===== config.mk =====
export PLATFORM = sky130hd
export DESIGN_NAME = lutram_sdp_clr
export DESIGN_NICKNAME = d
export VERILOG_FILES = /design/src/rtl/lutram_sdp_clr.sv
export SDC_FILE = /design/constraint.sdc
export NUM_CORES = 1
export LEC_CHECK = 0
export ABC_CLOCK_PERIOD_IN_PS = 3100
export CAP_MARGIN = 20
export CORE_ASPECT_RATIO = 1.25
export CORE_MARGIN = 2
export CORE_UTILIZATION = 51
export DETAILED_ROUTE_END_ITERATION = 8
export PLACE_DENSITY_LB_ADDON = 0.15
export SKIP_CTS_REPAIR_TIMING = 1
export SLEW_MARGIN = 15
export SYNTH_ARGS = -nofsm -noshare
export SYNTH_HDL_FRONTEND = slang
export SYNTH_SLANG_ARGS = --single-unit

===== constraint.sdc =====
create_clock -name clk -period 3.1 [get_ports clk]
set_clock_uncertainty 0.05 [all_clocks]
set_input_delay 0.31 -clock clk [delete_from_list [all_inputs] [get_ports clk]]
set_output_delay 0.31 -clock clk [all_outputs]
set_load 0.03 [all_outputs]

===== src/rtl/lutram_sdp_clr.sv =====
// Simple-dual-port distributed RAM with per-bit write mask, 1- or 2-cycle registered read,
// selectable read-during-write policy and a hardware clear sweep after reset or on request.
module lutram_sdp_clr #(
  parameter int unsigned      WIDTH        = 32'd8,
  parameter int unsigned      DEPTH        = 32'd16,
  parameter int unsigned      DEPTH_BITS   = 32'd4,
  parameter int unsigned      READ_LATENCY = 32'd1,
  parameter int unsigned      RDW_MODE     = 32'd0,
  parameter logic [WIDTH-1:0] CLEAR_VALUE  = {WIDTH{1'b0}}
) (
  input  logic                  clk,
  input  logic                  rst,
  input  logic                  write_en,
  input  logic [DEPTH_BITS-1:0] write_address,
  input  logic [WIDTH-1:0]      write_data_in,
  input  logic [WIDTH-1:0]      write_mask,
  input  logic                  read_en,
  input  logic [DEPTH_BITS-1:0] read_address,
  output logic [WIDTH-1:0]      read_data_out,
  output logic                  read_valid,
  input  logic                  clear_req,
  output logic                  busy
);

  localparam logic [DEPTH_BITS-1:0] LAST_ADDR = DEPTH_BITS'(DEPTH - 32'd1);
  localparam logic [DEPTH_BITS:0]   DEPTH_L   = (DEPTH_BITS + 1)'(DEPTH);

  typedef enum logic [0:0] {
    ST_IDLE  = 1'b0,
    ST_CLEAR = 1'b1
  } state_t;

  logic [WIDTH-1:0]      mem_r [DEPTH];
  state_t                state_r, state_next_s;
  logic [DEPTH_BITS-1:0] clr_cnt_r, clr_cnt_next_s;
  logic                  busy_r;

  logic                  port_open_s;
  logic                  wr_in_range_s, rd_in_range_s;
  logic                  wr_fire_s, rd_fire_s;
  logic [WIDTH-1:0]      wr_old_s, wr_merged_s, rd_word_s;

  logic                  out_valid_s;
  logic [WIDTH-1:0]      out_data_s;
  logic                  read_valid_r;
  logic [WIDTH-1:0]      read_data_r;

  // Request qualification, masked merge and read-word selection.
  always_comb begin
    wr_in_range_s = ({1'b0, write_address} < DEPTH_L);
    rd_in_range_s = ({1'b0, read_address} < DEPTH_L);
    wr_old_s      = mem_r[write_address];
    wr_merged_s   = (wr_old_s & ~write_mask) | (write_data_in & write_mask);
    // A clear request in IDLE wins over any access presented in the same cycle.
    port_open_s   = (state_r == ST_IDLE) && !clear_req;
    wr_fire_s     = port_open_s && write_en && wr_in_range_s;
    rd_fire_s     = port_open_s && read_en;
    if (!rd_in_range_s) begin
      rd_word_s = CLEAR_VALUE;
    end else if ((RDW_MODE == 32'd1) && wr_fire_s && (write_address == read_address)) begin
      rd_word_s = wr_merged_s;
    end else begin
      rd_word_s = mem_r[read_address];
    end
  end

  // Clear sequencer next-state logic.
  always_comb begin
    state_next_s   = state_r;
    clr_cnt_next_s = clr_cnt_r;
    case (state_r)
      ST_IDLE: begin
        if (clear_req) begin
          state_next_s   = ST_CLEAR;
          clr_cnt_next_s = {DEPTH_BITS{1'b0}};
        end else begin
          state_next_s   = ST_IDLE;
        end
      end
      ST_CLEAR: begin
        if (clr_cnt_r == LAST_ADDR) begin
          state_next_s   = ST_IDLE;
          clr_cnt_next_s = {DEPTH_BITS{1'b0}};
        end else begin
          clr_cnt_next_s = clr_cnt_r + {{(DEPTH_BITS-1){1'b0}}, 1'b1};
        end
      end
      default: begin
        state_next_s   = ST_CLEAR;
        clr_cnt_next_s = {DEPTH_BITS{1'b0}};
      end
    endcase
  end

  // Clear sequencer state register; reset restarts the sweep from address 0.
  always_ff @(posedge clk or posedge rst) begin
    if (rst) begin
      state_r   <= ST_CLEAR;
      clr_cnt_r <= {DEPTH_BITS{1'b0}};
      busy_r    <= 1'b1;
    end else begin
      state_r   <= state_next_s;
      clr_cnt_r <= clr_cnt_next_s;
      busy_r    <= (state_next_s == ST_CLEAR);
    end
  end

  // Storage array: the sweep owns the write port while clearing.
  always_ff @(posedge clk) begin
    if (state_r == ST_CLEAR) begin
      mem_r[clr_cnt_r] <= CLEAR_VALUE;
    end else if (wr_fire_s) begin
      mem_r[write_address] <= wr_merged_s;
    end
  end

  generate
    if (READ_LATENCY == 32'd2) begin : g_lat2
      logic             s1_valid_r;
      logic [WIDTH-1:0] s1_data_r;

      // Extra pipeline stage between array read and output register.
      always_ff @(posedge clk or posedge rst) begin
        if (rst) begin
          s1_valid_r <= 1'b0;
          s1_data_r  <= {WIDTH{1'b0}};
        end else begin
          s1_valid_r <= rd_fire_s;
          if (rd_fire_s) begin
            s1_data_r <= rd_word_s;
          end
        end
      end

      assign out_valid_s = s1_valid_r;
      assign out_data_s  = s1_data_r;
    end else begin : g_lat1
      assign out_valid_s = rd_fire_s;
      assign out_data_s  = rd_word_s;
    end
  endgenerate

  // Output register; data holds when no read completes.
  always_ff @(posedge clk or posedge rst) begin
    if (rst) begin
      read_valid_r <= 1'b0;
      read_data_r  <= {WIDTH{1'b0}};
    end else begin
      read_valid_r <= out_valid_s;
      if (out_valid_s) begin
        read_data_r <= out_data_s;
      end
    end
  end

  assign read_valid    = read_valid_r;
  assign read_data_out = read_data_r;
  assign busy          = busy_r;

endmodule

==> run_results.csv, run 1 <==
group,metric,value,unit
run_status,status,"completed",
drt,ant_nets,0,
setup_path,critPathMaxStageDelay,0.60,ns
pwr,pwr-share-clk,33.6,%
sta,worst_slew_pin_slew,0.777,ns
placement,hpwlAfterDp,11400,µm
grt,grt-ovfl-total,0,
floorplanning,core_area,13200,µm²
setup_path,endpoint_kind,"flop",
setup_path,startpoint_type,"flop",
clocking,cts_tree,"done",
clocking,clockBufferDepth,2,
clocking,root_buffer,"clkbuf_16",
pwr,power.internal,4.26,mW
synthesis,synth_edf_count,128,
synthesis,synth-seq-cells,142,
grt,grt_max_degree,31,
layout,fin_util,61.4,%
grt,globalRouteTotalUtil,25.4,%
grt,first_global_vias,4317,
drt,wl_per_cell,26.2,µm
synthesis,yosysWarnings,0,
layout,fillers,992,
pwr,combPwrFrac,21.6,%
synthesis,yosysSeqAreaShare,61.6,%
layout,nNetsFinal,489,
layout,antenna_cells,0,
clocking,insertion_delay,0.42,ns
floorplanning,die_w,107,µm
synthesis,avgSynthCellArea,17.2,µm²
sta,fin_crit,2.40,ns
floorplanning,dieHeight,133,µm
setup_path,arrival,2.48,ns
run,maxCapViolCount,0,
pwr,p_sw,1.71,mW
sta,maxSlewHeadroom,48.0,%
setup_path,path_cells,"or3b_1 > buf_4 > a2111oi_0 > a311o_1",
setup_path,critPathSlowestCell,"a311o_1",
sta,period_share,77.5,%
layout,mostFrequentLayoutCells,"128 x edfxtp_1, 60 x mux4_2, 36 x clkdlybuf4s50_1",
synthesis,syn_nets,426,
sta,slew_violations,0,
pwr,netSwitchingFraction,28.7,%
drt,drt_iter0_markers,414,
synthesis,synth_ff_type,"edfxtp_1",
drt,viasPerCell,6.51,
floorplanning,io-pin-count,39,
pwr,p_leak,2.79,nW
clocking,cts_buffers,17,
pwr,power_frac_seq,44.8,%
drt,totalWireLength,16800,µm
hold_path,hold_path.class,"in -> async",
drt,drt_first_pass_iters,5,
setup_path,required,3.17,ns
sta,rsz0062_at_grt,"no",
synthesis,syn_area,6820,µm²
placement,portBuffers,38,
setup_path,path_max_fanout,25,
sta,setup_viol,0,
sta,fmax,416,MHz
setup_path,path_class,"reg -> reg",
pwr,ir_drop,412,µV
grt,grt_pass1_wl,25800,µm
sta,tns,0,ns
grt,antenna_found_initial,0,
synthesis,synth.distinct_cells,47,
clocking,htreeDepth,4,
sta,hold_violations,0,
floorplanning,rows,47,
layout,area_growth,18.7,%
floorplanning,die_area,14300,µm²
synthesis,asyncSetResetFlopFracSynth,9.86,%
pwr,power,5.97,mW
drt,vias,4184,
synthesis,synthCells,396,
layout,drive_above_1_share,28.4,%
drt,post-route-drc-count,0,
layout,layout_commonest_cell,"edfxtp_1",
pwr,p_per_area,739,nW/µm²
placement,place_congestion,0.884,
floorplanning,initial_utilization,51.7,%
clocking,clk_pin_slew,0.06,ns
clocking,cts.sinks,142,
[sequential cells by signal, indices dropped and copies added (netlist names)]
signal / count
mem_r: 128
busy: 1
read_valid: 1
read_data_out: 8
clr_cnt_r: 4
[cell families (layout without fill, tap and decap cells)]
logic type / after synthesis / in the layout / synth area share [%]
mux: 78 / 78 / 22.7
compound gates: 52 / 52 / 5.73
simple gates: 88 / 88 / 6.66
buf+inv: 35 / 111 / 3.14
flops: 142 / 142 / 61.6
fa+ha+maj: 1 / 1 / 0.184
[power groups by stage]
stage	Sequential [mW]	Clock (mW)	Combinational, mW
2_1_floorplan	2.74	0	0.690
3_3_place_gp	2.69	0	1.27
3_5_place_dp	2.71	0	1.29
4_1_cts	2.68	2.03	1.29
5_1_grt	2.71	2.12	1.37
6_report	2.68	2.01	1.29
[worst max-delay path, delay by kind of cell (launching register included)]
family / cells / cell delay (ns)
AO/OA/AOI/OAI: 2 / 0.99
buffers and inverters: 1 / 0.23
flip-flops: 1 / 0.45
AND/OR/NAND/NOR: 1 / 0.39
[layout make-up]
| class | instances | area (µm²) | share of cell area [%] |
|---|---|---|---|
| flip-flops and latches | 142 | 4200 | 51.9 |
| repair buffers | 73 | 658 | 8.14 |
| inverters | 6 | 22.5 | 0.278 |
| multi-input cells | 219 | 2410 | 29.7 |
| clock buffers | 19 | 453 | 5.60 |
| clock inverters | 13 | 139 | 1.72 |
| well taps | 171 | 214 | 2.65 |
[synthesized netlist by cell type (2+ instances only)]
master / instances / share of area [%]
inv_1: 4 / 0.22
o31ai_1: 2 / 0.22
a2111oi_0: 6 / 0.77
clkbuf_1: 10 / 0.55
buf_2: 10 / 0.73
nor3b_2: 2 / 0.37
nand2b_1: 5 / 0.46
nor4b_1: 8 / 1.0
nand3_1: 10 / 0.73
or3b_1: 2 / 0.26
nor2_1: 22 / 1.2
and3_1: 3 / 0.28
nand2_1: 28 / 1.5
o211ai_1: 6 / 0.66
dfrtp_1: 13 / 4.8
buf_4: 2 / 0.22
o21ai_0: 5 / 0.37
buf_12: 2 / 0.59
a21oi_1: 6 / 0.44
a311o_1: 8 / 1.2
edfxtp_1: 128 / 56
a31oi_1: 5 / 0.46
buf_6: 4 / 0.66
nor3b_1: 3 / 0.33
mux4_2: 60 / 20
a22oi_1: 6 / 0.66
mux2i_1: 16 / 2.3
[metrics by stage]
step                      instances  setup slack [ns]  area [µm²]  hold slack [ns]
after floorplan                 396             0.881        6820            0.149
after global placement          611             0.344        7500            0.415
after detailed placement        611             0.280        7500            0.425
after CTS                       643             0.654        8090            0.257
after global routing            643             0.556        8090            0.288
final                           643             0.697        8090            0.225
[layer usage]
layer  track usage (%)  up-vias  routed length (µm)
met5                 0        -                   0
met4              11.3        0                 676
met3              5.53       44                 951
met2              43.5      204                8920
met1              31.0     2152                6300
li1                  -     1784                   -
[worst paths after layout]
path                                          to  depth (start not counted)             start  slack (ns)
worst max-delay path                 mem_r[7][5]                          4              busy        0.70
worst min-delay path            read_data_out[5]                          2               rst        0.23
worst max register to register       mem_r[7][5]                          4              busy        0.70
worst min register to register  read_data_out[3]                          2  read_data_out[3]        0.43
max in group asynchronous       read_data_out[0]                          2               rst        2.36
min in group clk                read_data_out[3]                          2  read_data_out[3]        0.43
No activity file was read; power rests on OpenSTA's default activity.
==> run 2: changes to the inputs <==
- ABC_CLOCK_PERIOD_IN_PS: 3100 -> 2300
- clock period: 3.1 -> 2.3 ns (I/O delays scaled with it)
==> run 2 against run 1 <==
  * Global-route usage rose by 2.6 points
  * Worst setup slack got worse by 0.60 ns
  * Count of clock-buffer cells in the layout fell by 2
  * Combinational power up 50%
  * Final cell count rose by 5.4%
  * Final area is 3.7% higher
  * Wire length grew 11%
  * Die area stayed put
  * Clock power up 30%
  * Maximum frequency rose by 9.2%
  * Critical path depth rose by 2
  * Via count is 5.0% higher
  * Critical endpoint is now mem_r[13][5]
==> run_results.csv, run 2 (same netlist as run 1, synthesis figures left out) <==
group,metric,value,unit
run_status,status,"completed",
clocking,insertion_delay,0.42,ns
drt,vias,4394,
setup_path,path_max_fanout,17,
grt,grt-ovfl-total,0,
floorplanning,dieHeight,133,µm
setup_path,reg2reg_to,"mem_r[13][5]",
placement,place_congestion,0.872,
setup_path,path_class,"reg -> reg",
placement,portBuffers,38,
pwr,power,8.16,mW
pwr,p_leak,2.97,nW
sta,hold_slack,0.186,ns
layout,layout_commonest_cell,"edfxtp_1",
sta,tns,0,ns
sta,maxSlewHeadroom,50.7,%
grt,grt_max_degree,32,
setup_path,arrival,2.28,ns
sta,hold_violations,0,
setup_path,startpoint_type,"flop",
setup_path,r2r_start,"busy",
setup_path,required,2.38,ns
placement,dp_slack,-0.292,ns
clocking,root_buffer,"clkbuf_16",
drt,wl_per_cell,27.6,µm
pwr,p_per_area,973,nW/µm²
sta,slew_violations,0,
floorplanning,rows,47,
grt,grt_pass1_wl,28200,µm
layout,regMostFlops,"mem_r",
grt,antenna_found_initial,0,
drt,drt_first_pass_iters,5,
sta,fin_ws,0.0991,ns
floorplanning,die_area,14300,µm²
run,maxCapViolCount,0,
layout,final_cell_count_no_fill,678,
drt,totalWireLength,18700,µm
floorplanning,io-pin-count,39,
floorplanning,initial_utilization,51.7,%
setup_path,rrSetupSlack,0.1,ns
setup_path,worstSetupStartpoint,"busy",
placement,hpwlAfterDp,12700,µm
sta,fmax,454,MHz
layout,drive_above_1_share,33.7,%
layout,fin_util,63.7,%
floorplanning,core_area,13200,µm²
clocking,cts_tree,"done",
drt,drt_iter0_markers,398,
drt,viasPerCell,6.48,
layout,nNetsFinal,524,
layout,antenna_cells,0,
setup_path,setup.worst_path.end,"mem_r[13][5]",
grt,first_global_vias,4600,
sta,period_share,95.7,%
sta,worst_slew_pin_slew,0.738,ns
sta,setup_viol,0,
drt,post-route-drc-count,0,
layout,mostFrequentLayoutCells,"128 x edfxtp_1, 63 x buf_4, 60 x mux4_2",
layout,fin_area,8390,µm²
floorplanning,die_w,107,µm
drt,ant_nets,0,
layout,largest_reg_flops,128,
layout,area_growth,23.1,%
clocking,cts.sinks,142,
hold_path,hold_path.class,"in -> async",
clocking,htreeDepth,4,
pwr,ir_drop,539,µV
placement,place_inst,646,
clocking,clockBufferDepth,2,
setup_path,endpoint_kind,"flop",
grt,globalRouteTotalUtil,28.0,%
sta,rsz0062_at_grt,"no",
clocking,clk_pin_slew,0.06,ns
layout,fillers,946,
placement,placed_area,7820,µm²
setup_path,reg2reg_depth,6,
sta,fin_crit,2.20,ns
clocking,cts_buffers,17,
-- run 2: cell types whose count changed in the layout (fill, tap and decap cells not counted), moves of 2 or more --
cell / delta
inv_6: +3
clkinv_2: -2
buf_4: +30
a311o_2: +2
buf_12: +5
a311o_1: -2
clkbuf_8: -2
clkinv_4: -3
clkinvlp_4: +3
-- run 2: where the power goes --
group	leakage (nW)	internal, mW	switching [mW]
sequential	1.39	3.34	0.267
combinational	1.32	0.862	1.08
clock	0.262	1.50	1.12
total	2.97	5.70	2.46
-- run 2: final cells by class --
type                    instances  area [µm²]  area share [%]
inverters                       6        22.5           0.268
well taps                     171         214            2.55
multi-input cells             219        2410            28.7
clock buffers                  17         425            5.07
flip-flops and latches        142        4200            50.0
clock inverters                15         136            1.63
repair buffers                108         983            11.7
-- run 2: layer usage --
metal / wire length [µm] / up-vias / global-route usage (%)
met1: 7140 / 2294 / 36.1
met4: 508 / 0 / 10.4
li1: - / 1857 / -
met5: 0 / - / 0
met3: 1270 / 39 / 5.14
met2: 9790 / 204 / 47.6
-- run 2: worst min path at each step --
stage,from,end,slack (ns),cells past startpoint
floorplan,rst,clr_cnt_r[0],0.07,1
global placement,read_data_out[3],read_data_out[3],0.42,2
detailed placement,read_data_out[3],read_data_out[3],0.42,2
CTS,rst,read_data_out[5],0.21,2
global route,rst,read_data_out[5],0.23,2
finish,rst,read_data_out[5],0.19,2
-- run 2: worst max-delay path, stage by stage, from the launching register on --
cell and delay [ns]:
dfstp_2 0.36, or3b_1 0.40, buf_4 0.22, nor3b_1 0.25, a31oi_1 0.13, nor2_1 0.25
buf_4 0.24
